File: config.mk
export PLATFORM = sky130hd
export DESIGN_NAME = nco_quad_sync
export DESIGN_NICKNAME = d
export VERILOG_FILES = /design/src/rtl/nco_quad_sync.sv
export SDC_FILE = /design/constraint.sdc
export NUM_CORES = 1
export LEC_CHECK = 0
export CORE_MARGIN = 2
export CORE_UTILIZATION = 48
export CTS_CLUSTER_DIAMETER = 150
export DETAILED_ROUTE_END_ITERATION = 8
export PLACE_DENSITY = 0.77
export SYNTH_ARGS = -nofsm -noshare
export SYNTH_HDL_FRONTEND = slang
export SYNTH_SLANG_ARGS = --single-unit
File: constraint.sdc
create_clock -name sys_clk -period 3 [get_ports sys_clk]
set_clock_uncertainty 0.15 [all_clocks]
set_input_delay 0.9 -clock sys_clk [delete_from_list [all_inputs] [get_ports sys_clk]]
set_output_delay 0.9 -clock sys_clk [all_outputs]
set_load 0.005 [all_outputs]
File: src/rtl/nco_quad_sync.sv
// Phase-accumulator NCO with I/Q square outputs and wrap tick; outputs are registered one cycle after acc.
// The tuning word is taken on tw_valid & tw_ready; with SYNC_UPDATE it is held pending (tw_ready=0) until commit.
module nco_quad_sync #(
    parameter int ACC_W       = 32,
    parameter int PHASE_W     = 12,
    parameter int SYNC_UPDATE = 1
) (
    input  logic               sys_clk,
    input  logic               rst_n,
    input  logic               en,
    input  logic [ACC_W-1:0]   tw_in,
    input  logic               tw_valid,
    output logic               tw_ready,
    input  logic [ACC_W-1:0]   phase_off,
    input  logic               sync_clr,
    output logic               dco_out,
    output logic               dco_q,
    output logic [PHASE_W-1:0] phase_out,
    output logic               wrap_tick,
    output logic [ACC_W-1:0]   tw_active
);

    typedef enum logic {
        ST_IDLE = 1'b0,
        ST_PEND = 1'b1
    } state_t;

    state_t             state_q, state_d;
    logic [ACC_W-1:0]   acc_q, acc_d;
    logic [ACC_W-1:0]   tw_active_q, tw_active_d;
    logic [ACC_W-1:0]   pend_tw_q, pend_tw_d;
    logic               dco_out_q, dco_out_d;
    logic               dco_q_q, dco_q_d;
    logic [PHASE_W-1:0] phase_out_q, phase_out_d;
    logic               wrap_tick_q, wrap_tick_d;

    logic [ACC_W:0]     sum_full;
    logic [ACC_W-1:0]   phase;
    logic               phase_unused;
    logic               carry;
    logic               transfer;
    logic               pend_release;
    logic               commit;

    // FSM state register
    always_ff @(posedge sys_clk) begin
        if (!rst_n) begin
            state_q <= ST_IDLE;
        end else begin
            state_q <= state_d;
        end
    end

    // FSM next state: only the synchronous-update variant ever leaves IDLE
    always_comb begin
        state_d = state_q;
        if (SYNC_UPDATE != 0) begin
            case (state_q)
                ST_IDLE: if (transfer)     state_d = ST_PEND;
                ST_PEND: if (pend_release) state_d = ST_IDLE;
                default:                   state_d = ST_IDLE;
            endcase
        end
    end

    // FSM outputs
    always_comb begin
        tw_ready = (state_q == ST_IDLE);
        commit   = (state_q == ST_PEND) && pend_release;
    end

    assign transfer = tw_valid & tw_ready;

    always_comb begin
        sum_full = {1'b0, acc_q} + {1'b0, tw_active_q};
        carry    = en & ~sync_clr & sum_full[ACC_W];
        // A zero word never wraps, so it must not gate the commit
        pend_release = carry | sync_clr | (tw_active_q == '0);

        acc_d = acc_q;
        if (sync_clr) begin
            acc_d = '0;
        end else if (en) begin
            acc_d = sum_full[ACC_W-1:0];
        end

        tw_active_d = tw_active_q;
        pend_tw_d   = pend_tw_q;
        if (SYNC_UPDATE == 0) begin
            if (transfer) tw_active_d = tw_in;
        end else begin
            if (transfer) pend_tw_d   = tw_in;
            if (commit)   tw_active_d = pend_tw_q;
        end

        phase        = acc_q + phase_off;
        phase_unused = ^phase;
        dco_out_d    = phase[ACC_W-1];
        // Adding a quarter turn flips the MSB exactly when bit ACC_W-2 is set
        dco_q_d      = phase[ACC_W-1] ^ phase[ACC_W-2];
        phase_out_d  = phase[ACC_W-1 -: PHASE_W];
        wrap_tick_d  = carry;
    end

    always_ff @(posedge sys_clk) begin
        if (!rst_n) begin
            acc_q       <= '0;
            tw_active_q <= '0;
            pend_tw_q   <= '0;
            dco_out_q   <= 1'b0;
            dco_q_q     <= 1'b0;
            phase_out_q <= '0;
            wrap_tick_q <= 1'b0;
        end else begin
            acc_q       <= acc_d;
            tw_active_q <= tw_active_d;
            pend_tw_q   <= pend_tw_d;
            dco_out_q   <= dco_out_d;
            dco_q_q     <= dco_q_d;
            phase_out_q <= phase_out_d;
            wrap_tick_q <= wrap_tick_d;
        end
    end

    assign dco_out   = dco_out_q;
    assign dco_q     = dco_q_q;
    assign phase_out = phase_out_q;
    assign wrap_tick = wrap_tick_q;
    assign tw_active = tw_active_q;

endmodule

==> run_results.csv <==
group,metric,value,unit
power,power.density,369,mW/mm^2
clock_tree,clk_path_buf_depth,2,
synthesis,synth_top_area_share,33.9,%
synthesis,yosysWarnings,0,
worst_setup_path,r2r-end,"tw_active[23]$_SDFFE_PN0P_",
timing,fin_crit,3010,ps
cells_and_area,final_cell_mix,"nand2_1 (106), clkdlybuf4s50_1 (99), dfxtp_1 (94)",
timing,setup_violations,1,
clock_tree,htreeDepth,3,
synthesis,syn_area_per_cell,8.69,sq um
global_route,grt_pass1_wl,28200,um
global_route,antenna_found_initial,0,
floorplanning,row_count,42,
floorplanning,initial_utilization,49.3,%
synthesis,synth_top_area_cell,"dfxtp_1",
worst_hold_path,min_path_type,"register to register",
cells_and_area,num-fill-cells,1040,
timing,setup_ws,-5.77,ps
placement,numPlacedInstances,1078,
synthesis,synthCells,754,
worst_setup_path,worst-setup-path-type,"input port to register",
synthesis,ys.flop_type,"dfxtp_1",
clock_tree,hold_buffers,0,
synthesis,synth_area,0.00655,sq mm
placement,place_ws,-711,ps
clock_tree,clk_pin_slew,70,ps
worst_hold_path,whs_path_depth,2,
global_route,overflow,0,
worst_setup_path,startpoint_type,"input port",
synthesis,synthArstFlopShare,0,%
floorplanning,die_w,121,um
power,power.leakage,3.96,nW
flow_run,cap_violations,0,
detailed_routing,drc,0,
clock_tree,cts_tree,"yes",
power,ir_drop,0.332,mV
cells_and_area,layout.nets,1065,
detailed_routing,wl_per_cell,16.1,um
synthesis,yosys-top-cells-area,"dfxtp_1 (34%), ha_1 (12%), mux2i_1 (7.6%)",
cells_and_area,layout-drive-gt1-share,19.7,%
floorplanning,core,0.0133,sq mm
floorplanning,die_area,0.0146,sq mm
cells_and_area,area_growth,41.3,%
floorplanning,ios,117,
timing,worstMarginPinSlew,521,ps
detailed_routing,totalWireLength,17900,um
timing,max_freq,333,MHz
synthesis,synth_edf_count,0,
worst_setup_path,crit_path_end_kind,"register",
cells_and_area,n_antenna_cell,0,
clock_tree,cts_sinks,111,
worst_setup_path,worst_ep_required_time,3110,ps
global_route,grt_max_degree,54,
timing,slew_headroom,65.3,%
status,status,"finished with violations",
worst_setup_path,rr_startpoint,"tw_active[11]$_SDFFE_PN0P_",
cells_and_area,final_common_cell,"nand2_1",
worst_hold_path,holdCritStartpoint,"pend_tw_q[28]$_SDFFE_PN0P_",
detailed_routing,dr_total_vias,6090,
clock_tree,clock_latency,370,ps
worst_setup_path,r2r_cells,12,
status,violations,"negative setup slack",
worst_setup_path,crit_path_max_fanout,2,
detailed_routing,vias_per_cell,5.47,
global_route,grt_pass1_vias,5748,
detailed_routing,antenna_left,0,
worst_setup_path,r2r_setup_slack,40,ps
floorplanning,die_y,121,um
synthesis,synth_cell_types,56,
synthesis,ys_seq_area_share,33.9,%
global_route,grtUsageTotal,24.4,%
placement,gp_congestion,0.888,
detailed_routing,first_iter_violations,301,
clock_tree,cts_buffers,9,
timing,report.final.slew_viol_count,0,
cells_and_area,fin_cells,1114,
placement,io_buffer_count,116,
clock_tree,clock-root-buffer,"clkbuf_16",
placement,hpwl,12600,um
synthesis,synth-seq-cells,111,
synthesis,syn_nets,886,
worst_setup_path,cp.arrival,3110,ps
detailed_routing,drt_pre_antenna_iters,5,
timing,fin_crit_sh,100,%
timing,hold_viol,0,
timing,grt_setup_unrepaired,"true",
worst_hold_path,worstHoldEndpoint,"pend_tw_q[28]$_SDFFE_PN0P_",
## critical path, cell delays in order
cell and delay, ps:
clkdlybuf4s50_1 410, ha_1 320, a21oi_2 190, o21bai_1 110, a21oi_2 200, a21oi_2 120
o31ai_4 330, o21ai_4 90, xnor2_2 160, xor2_1 140, and2_1 150
## sequential cells by signal, summed over array words and instances (netlist names)
| signal | count |
|---|---|
| dco_q | 1 |
| pend_tw_q | 32 |
| state_q | 1 |
| phase_out | 11 |
| tw_active | 32 |
| wrap_tick | 1 |
| acc_q | 32 |
| dco_out | 1 |
## stage by stage
step                total power, mW  hold WS [ps]  TNS, ps  util (%)  area, sq um
detailed placement             2.15           306    -5300      62.3         8280
finish                         3.42           317    -5.77      69.6         9260
global placement               2.14           299    -4320      62.3         8280
global route                   3.54           333    -1200      69.6         9260
floorplan                      1.90           293        0         -         6550
CTS                            3.39           317     -623      67.0         8900
## kinds of logic (layout without fill, tap and decap cells)
kind of cell	Yosys count	in the layout	synth area share, %
adder cells (fa/ha/maj)	63	63	12.1
buffers and inverters	41	225	2.75
AND/OR/NAND/NOR	267	267	19.9
AO/OA/AOI/OAI	185	185	18.8
XOR/XNOR	37	37	4.95
flip-flops	111	111	33.9
multiplexers	50	50	7.64
## where the power goes
part           switching, mW  internal (mW)  total, mW
combinational          0.277          0.350      0.627
sequential            0.0466           1.53       1.58
clock                  0.622          0.591       1.21
## routing by layer
metal / part of all wire (%) / GRT usage (%)
met1: 47 / 32.4
met2: 48 / 40.6
met3: 4.3 / 4.43
met4: 1.5 / 6.69
met5: 0 / 0
## Yosys cell counts (4+ instances only)
cell	n
xnor2_1	25
nand2_1	109
a21boi_0	32
o21ai_1	9
nor2b_1	43
dfxtp_1	111
a211oi_1	7
nor4_1	9
ha_1	62
a21o_1	20
nand3_1	8
clkbuf_1	24
xor2_1	12
nand4_1	10
nor2_1	43
o211ai_1	4
o21ai_0	23
and3_1	4
a21oi_1	53
nor3_1	10
mux2i_1	50
buf_1	5
inv_1	8
o22ai_1	4
nand2b_1	4
o21bai_1	6
and2_1	14
a31oi_1	4
## final cells by class
type | count | area [sq um] | area share (%)
Multi-Input combinational cell | 602 | 4580 | 49.4
Sequential cell | 111 | 2250 | 24.3
Timing Repair Buffer | 201 | 1890 | 20.4
Clock buffer | 9 | 225 | 2.43
Tap cell | 176 | 220 | 2.38
Clock inverter | 7 | 72.6 | 0.784
Inverter | 8 | 30.0 | 0.324
## worst max-delay path by stage
stage	from	end	slack, ps	cells after the start
floorplan	tw_active[0]$_SDFFE_PN0P_	tw_active[10]$_SDFFE_PN0P_	30	12
global placement	phase_off[4]	dco_q$_SDFF_PN0_	-640	12
detailed placement	phase_off[4]	dco_q$_SDFF_PN0_	-710	12
CTS	tw_active[9]$_SDFFE_PN0P_	tw_active[10]$_SDFFE_PN0P_	-60	13
global route	phase_off[12]	dco_q$_SDFF_PN0_	-90	11
finish	phase_off[9]	dco_q$_SDFF_PN0_	-6	11
## repair_timing
item,4_1_cts,5_1_grt
hold endpoints to repair,0,0
cloned,2,1
pin swaps,40,38
buffers inserted,9,9
endpoints found under the setup margin,37,42
resized for setup,54,57
Note: power is estimated with default switching activity, not from simulation.
